## src/rtl/aes_key_expand.sv

```systemverilog
// Iterative AES-128 key schedule: accepts one cipher key and streams round keys 0..10
// over a valid/ready handshake, one new round key per accepted beat.
module aes_key_expand (
  input  logic                  clk,
  input  logic                  rst,
  input  logic [3:0][3:0][7:0]  key,
  input  logic                  key_valid,
  output logic                  key_ready,
  output logic [3:0][3:0][7:0]  rk,
  output logic [3:0]            rk_round,
  output logic                  rk_last,
  output logic                  rk_valid,
  input  logic                  rk_ready
);

  typedef enum logic {IDLE, RUN} state_t;

  localparam logic [7:0] SBOX [256] = '{
    8'h63, 8'h7c, 8'h77, 8'h7b, 8'hf2, 8'h6b, 8'h6f, 8'hc5, 8'h30, 8'h01, 8'h67, 8'h2b, 8'hfe, 8'hd7, 8'hab, 8'h76,
    8'hca, 8'h82, 8'hc9, 8'h7d, 8'hfa, 8'h59, 8'h47, 8'hf0, 8'had, 8'hd4, 8'ha2, 8'haf, 8'h9c, 8'ha4, 8'h72, 8'hc0,
    8'hb7, 8'hfd, 8'h93, 8'h26, 8'h36, 8'h3f, 8'hf7, 8'hcc, 8'h34, 8'ha5, 8'he5, 8'hf1, 8'h71, 8'hd8, 8'h31, 8'h15,
    8'h04, 8'hc7, 8'h23, 8'hc3, 8'h18, 8'h96, 8'h05, 8'h9a, 8'h07, 8'h12, 8'h80, 8'he2, 8'heb, 8'h27, 8'hb2, 8'h75,
    8'h09, 8'h83, 8'h2c, 8'h1a, 8'h1b, 8'h6e, 8'h5a, 8'ha0, 8'h52, 8'h3b, 8'hd6, 8'hb3, 8'h29, 8'he3, 8'h2f, 8'h84,
    8'h53, 8'hd1, 8'h00, 8'hed, 8'h20, 8'hfc, 8'hb1, 8'h5b, 8'h6a, 8'hcb, 8'hbe, 8'h39, 8'h4a, 8'h4c, 8'h58, 8'hcf,
    8'hd0, 8'hef, 8'haa, 8'hfb, 8'h43, 8'h4d, 8'h33, 8'h85, 8'h45, 8'hf9, 8'h02, 8'h7f, 8'h50, 8'h3c, 8'h9f, 8'ha8,
    8'h51, 8'ha3, 8'h40, 8'h8f, 8'h92, 8'h9d, 8'h38, 8'hf5, 8'hbc, 8'hb6, 8'hda, 8'h21, 8'h10, 8'hff, 8'hf3, 8'hd2,
    8'hcd, 8'h0c, 8'h13, 8'hec, 8'h5f, 8'h97, 8'h44, 8'h17, 8'hc4, 8'ha7, 8'h7e, 8'h3d, 8'h64, 8'h5d, 8'h19, 8'h73,
    8'h60, 8'h81, 8'h4f, 8'hdc, 8'h22, 8'h2a, 8'h90, 8'h88, 8'h46, 8'hee, 8'hb8, 8'h14, 8'hde, 8'h5e, 8'h0b, 8'hdb,
    8'he0, 8'h32, 8'h3a, 8'h0a, 8'h49, 8'h06, 8'h24, 8'h5c, 8'hc2, 8'hd3, 8'hac, 8'h62, 8'h91, 8'h95, 8'he4, 8'h79,
    8'he7, 8'hc8, 8'h37, 8'h6d, 8'h8d, 8'hd5, 8'h4e, 8'ha9, 8'h6c, 8'h56, 8'hf4, 8'hea, 8'h65, 8'h7a, 8'hae, 8'h08,
    8'hba, 8'h78, 8'h25, 8'h2e, 8'h1c, 8'ha6, 8'hb4, 8'hc6, 8'he8, 8'hdd, 8'h74, 8'h1f, 8'h4b, 8'hbd, 8'h8b, 8'h8a,
    8'h70, 8'h3e, 8'hb5, 8'h66, 8'h48, 8'h03, 8'hf6, 8'h0e, 8'h61, 8'h35, 8'h57, 8'hb9, 8'h86, 8'hc1, 8'h1d, 8'h9e,
    8'he1, 8'hf8, 8'h98, 8'h11, 8'h69, 8'hd9, 8'h8e, 8'h94, 8'h9b, 8'h1e, 8'h87, 8'he9, 8'hce, 8'h55, 8'h28, 8'hdf,
    8'h8c, 8'ha1, 8'h89, 8'h0d, 8'hbf, 8'he6, 8'h42, 8'h68, 8'h41, 8'h99, 8'h2d, 8'h0f, 8'hb0, 8'h54, 8'hbb, 8'h16
  };

  state_t                state_q, state_d;
  logic [3:0][3:0][7:0]  rk_q, rk_d;
  logic [3:0]            rk_round_q, rk_round_d;
  logic                  rk_last_q, rk_last_d;
  logic                  rk_valid_q, rk_valid_d;

  logic [7:0]            rcon;
  logic [3:0][7:0]       t_word;
  logic [3:0][3:0][7:0]  rk_next;

  // Rcon for the round being produced (current index + 1).
  always_comb begin
    rcon = 8'h00;
    unique case (rk_round_q)
      4'd0:    rcon = 8'h01;
      4'd1:    rcon = 8'h02;
      4'd2:    rcon = 8'h04;
      4'd3:    rcon = 8'h08;
      4'd4:    rcon = 8'h10;
      4'd5:    rcon = 8'h20;
      4'd6:    rcon = 8'h40;
      4'd7:    rcon = 8'h80;
      4'd8:    rcon = 8'h1b;
      4'd9:    rcon = 8'h36;
      default: rcon = 8'h00;
    endcase
  end

  // Byte 0 is the leftmost byte of a word; RotWord pulls byte 1 into position 0.
  assign t_word[0] = SBOX[rk_q[3][1]] ^ rcon;
  assign t_word[1] = SBOX[rk_q[3][2]];
  assign t_word[2] = SBOX[rk_q[3][3]];
  assign t_word[3] = SBOX[rk_q[3][0]];

  assign rk_next[0] = rk_q[0] ^ t_word;
  assign rk_next[1] = rk_q[1] ^ rk_next[0];
  assign rk_next[2] = rk_q[2] ^ rk_next[1];
  assign rk_next[3] = rk_q[3] ^ rk_next[2];

  assign key_ready = (state_q == IDLE) && !rst;

  always_comb begin
    state_d    = state_q;
    rk_d       = rk_q;
    rk_round_d = rk_round_q;
    rk_valid_d = rk_valid_q;
    unique case (state_q)
      IDLE: begin
        if (key_valid && key_ready) begin
          rk_d       = key;
          rk_round_d = 4'd0;
          rk_valid_d = 1'b1;
          state_d    = RUN;
        end
      end
      RUN: begin
        if (rk_valid_q && rk_ready) begin
          if (rk_round_q == 4'd10) begin
            rk_valid_d = 1'b0;
            state_d    = IDLE;
          end else begin
            rk_d       = rk_next;
            rk_round_d = rk_round_q + 4'd1;
          end
        end
      end
      default: state_d = IDLE;
    endcase
    rk_last_d = (rk_round_d == 4'd10);
  end

  always_ff @(posedge clk) begin
    if (rst) begin
      state_q    <= IDLE;
      rk_q       <= '0;
      rk_round_q <= 4'd0;
      rk_last_q  <= 1'b0;
      rk_valid_q <= 1'b0;
    end else begin
      state_q    <= state_d;
      rk_q       <= rk_d;
      rk_round_q <= rk_round_d;
      rk_last_q  <= rk_last_d;
      rk_valid_q <= rk_valid_d;
    end
  end

  assign rk       = rk_q;
  assign rk_round = rk_round_q;
  assign rk_last  = rk_last_q;
  assign rk_valid = rk_valid_q;

endmodule

```

## config.mk

```make
export PLATFORM = sky130hd
export DESIGN_NAME = aes_key_expand
export DESIGN_NICKNAME = d
export VERILOG_FILES = /design/src/rtl/aes_key_expand.sv
export SDC_FILE = /design/constraint.sdc
export NUM_CORES = 1
export LEC_CHECK = 0
export ABC_AREA = 1
export CORE_MARGIN = 2
export CORE_UTILIZATION = 40
export CTS_CLUSTER_SIZE = 25
export DETAILED_ROUTE_END_ITERATION = 16
export HOLD_SLACK_MARGIN = 0.1
export SLEW_MARGIN = 20
export SYNTH_ARGS = -nofsm -noshare
export SYNTH_HDL_FRONTEND = slang
export SYNTH_SLANG_ARGS = --single-unit
export TNS_END_PERCENT = 30
```

## constraint.sdc

```tcl
create_clock -name clk -period 3.4 [get_ports clk]
set_input_delay 0.34 -clock clk [delete_from_list [all_inputs] [get_ports clk]]
set_output_delay 0.34 -clock clk [all_outputs]
set_load 0.05 [all_outputs]
```

==> results.txt, run 1 <==
Hpwl dp = 82.05 mm
Filler Cells Inserted = 5603
Share of layout cells above drive strength 1 = 0.06055
Post-synth ARST share = 0
Slowest library cell on the worst path = ha_1
CP required = 3730 ps
DRC viols = 0
Global route overflow = 0
Critical path class = register to register
Hold Vio Cnt, Final = 0
Max incr delay on CP = 470 ps
Die span in x = 230.1 um
Post-CTS sizing = 0
Vias/cell = 6.100
Vias in the first global route = 25980
Drt first pass iters = 9
Final Skew = 19.67 ps
Startpoint Class = register
Total GRT Usage = 0.4049
Pwr per Cell Area = 435.4 nW/um^2
CP Max Fanout = 6
Final ANT Viol Nets = 0
FMAX = 0.3105 GHz
Die Height = 230.1 um
Critical-path cell list = clkinv_1, ha_1, inv_1, nand2_1, nand2_1, o21ai_0, nand2_1, nand2_1, nand3_1, nand3_1, nand3_1, nand2_1, nand2_1, nand3_1, nand2_1, nand2_1, nand3_1, nand2_1, a21oi_1
Util after Layout = 0.4865
Minimum clock period = 3221 ps
Hold WC Path Type = input port to register
Row count = 82
Layout area overhead = 19.63%
Synth Cell Area = 20450 um^2
Setup TNS = 0 ps
Syn_nets = 4142
H-tree depth = 4
Clock Latency Late Sink = 510 ps
Die area = 52940 um^2
Setup Fix Bufs, Post-CTS = 0
Run status = completed
First-pass GRT wire length = 165.1 mm
TritonCTS Buffers = 17
Cell Area, Placed = 23850 um^2
EDFF count, synth = 0
Sequential share of the synthesized area = 0.1400
CP Data Arrival Time = 3550 ps
Nets = 4293
Vias = 29240
CTS tree = done
CTS root buffer = clkbuf_16
Final slew viol count = 0
CP most frequent cell = nand2_1
Rel. slew slack = 0.2749
Routability congestion estimate = 1.080
CTS Buffer Depth = 2
IO Count = 267
Post-Syn Instances = 3948
Max-Cap Viols = 0
Largest net degree at the start of global routing = 196
Synth Warn # = 0
Final cycle utilization of the critical path = 0.9473
WL final = 111.3 mm
Slew at the pin with the worst max-slew slack = 1088 ps
Worst IR Drop VDD = 0.4947 mV
Iter 0 DRT Violations = 5204
Starting density of the core = 0.4067
Port buffer count = 266
TritonCTS Sinks = 143
Avg Inst Size Synth = 5.179 um^2
Ys flop type = dfxtp_1
Leakage = 11.12 nW
Fin area = 24460 um^2
Kind of end point of the critical path = register
Initial antenna violation count = 14
Unique masters post-synth = 37
Routed WL per cell = 23.22 um
Flops & latches, synth = 143
# setup viols final = 0
Core area = 50270 um^2
Register clock-pin slew on the reported worst setup and hold paths = 70 ps
Hold buffers post-CTS = 0
where the power goes:
part / switching (mW) / total [mW] / internal, mW
clock network: 0.944 / 1.98 / 1.04
logic: 4.64 / 6.66 / 2.01
registers: 0.184 / 2.01 / 1.82
total: 5.77 / 10.6 / 4.88
worst paths after layout:
check	startpoint	to	slack, ps	cells after the start
hold / removal	rst	state_q	250	4
setup reg to reg	rk[120]	rk[119]	180	19
hold reg to reg	rk[31]	rk[31]	500	2
setup / recovery	rk[120]	rk[119]	180	19
worst max-delay path, delay by kind of cell, from the launching register on:
family	cells	cell delay [ps]
buffers and inverters	2	200
AO/OA/AOI/OAI	2	260
AND/OR/NAND/NOR	14	1770
adder cells (fa/ha/maj)	1	470
flip-flops	1	330
kinds of logic after synthesis:
kind of cell    count (synthesis)  synth area share
simple gates                 2820            0.5998
fa+ha+maj                      62           0.03794
compound gates                416            0.1098
flops                         143            0.1400
xor+xnor                       10          0.004284
buf+inv                       497            0.1082
area by class of cell:
| cell class | count | area [um^2] | area share |
|---|---|---|---|
| diodes | 10 | 25.02 | 0.001023 |
| inverters | 224 | 850.8 | 0.03479 |
| well taps | 672 | 840.8 | 0.03438 |
| flip-flops and latches | 143 | 2879 | 0.1177 |
| clock inverters | 13 | 128.9 | 0.005269 |
| repair buffers | 405 | 3904 | 0.1596 |
| multi-input cells | 3308 | 15390 | 0.6291 |
| clock buffers | 19 | 442.9 | 0.01811 |
sequential cells by signal, summed over array words and instances (netlist names):
name	count
rcon	8
rk_valid	1
rk	128
rk_last	1
rk_round	4
state_q	1
Yosys cell counts, types with 38 or more instances:
cell,instances,area share
a21oi_1,240,0.059
nor2_1,348,0.064
ha_1,62,0.038
buf_1,38,0.0070
buf_2,94,0.023
nand3_1,1168,0.29
o21ai_0,107,0.026
dfxtp_1,143,0.14
o211ai_1,48,0.018
clkbuf_1,101,0.019
nand2_1,1236,0.23
inv_1,198,0.036
routing by layer:
metal / vias up / GRT usage / wire length [um]
met5: - / 0 / 37
met4: 6 / 0.2127 / 6239
met3: 401 / 0.09908 / 13740
met2: 2120 / 0.5965 / 46660
met1: 13220 / 0.5426 / 44670
li1: 13500 / - / -
per-stage QoR:
| step | power [mW] | hold slack, ps | setup slack, ps | cells |
|---|---|---|---|---|
| global placement | 8.520 | 481.9 | 163.3 | 4752 |
| finish | 10.65 | 251.8 | 179.0 | 4794 |
| detailed placement | 8.447 | 487.4 | 237.5 | 4752 |
| global route | 11.28 | 281.8 | -3.139 | 4793 |
| CTS | 10.45 | 229.1 | 223.4 | 4784 |
| floorplan | 6.332 | 522.3 | 237.8 | 3948 |
layout by cell type (no fill, tap or decap), types with 6 or more instances in the layout:
cell type,netlist,final
a21oi_1,240,239
a21oi_2,5,6
a31oi_1,6,6
buf_12,0,16
buf_4,20,124
clkbuf_16,0,17
clkdlybuf4s50_1,0,265
clkinv_1,7,8
dfxtp_1,143,132
dfxtp_2,0,10
diode_2,0,10
ha_1,62,62
inv_1,198,196
inv_2,15,16
nand2_1,1236,1234
nand2_2,26,28
nand3_1,1168,1168
nand3b_1,14,14
nand4_1,13,13
nor2_1,348,347
o211ai_1,48,48
o21ai_0,107,106
o21ai_1,5,6
xor2_1,9,9
No activity file was read; power rests on OpenSTA's default activity.
==> run 2, diff against run 1 <==
- ABC_CLOCK_PERIOD_IN_PS: unset -> 3400
==> results of run 2 <==
No change in the layout: final DEF, timing and power equal those of run 1.
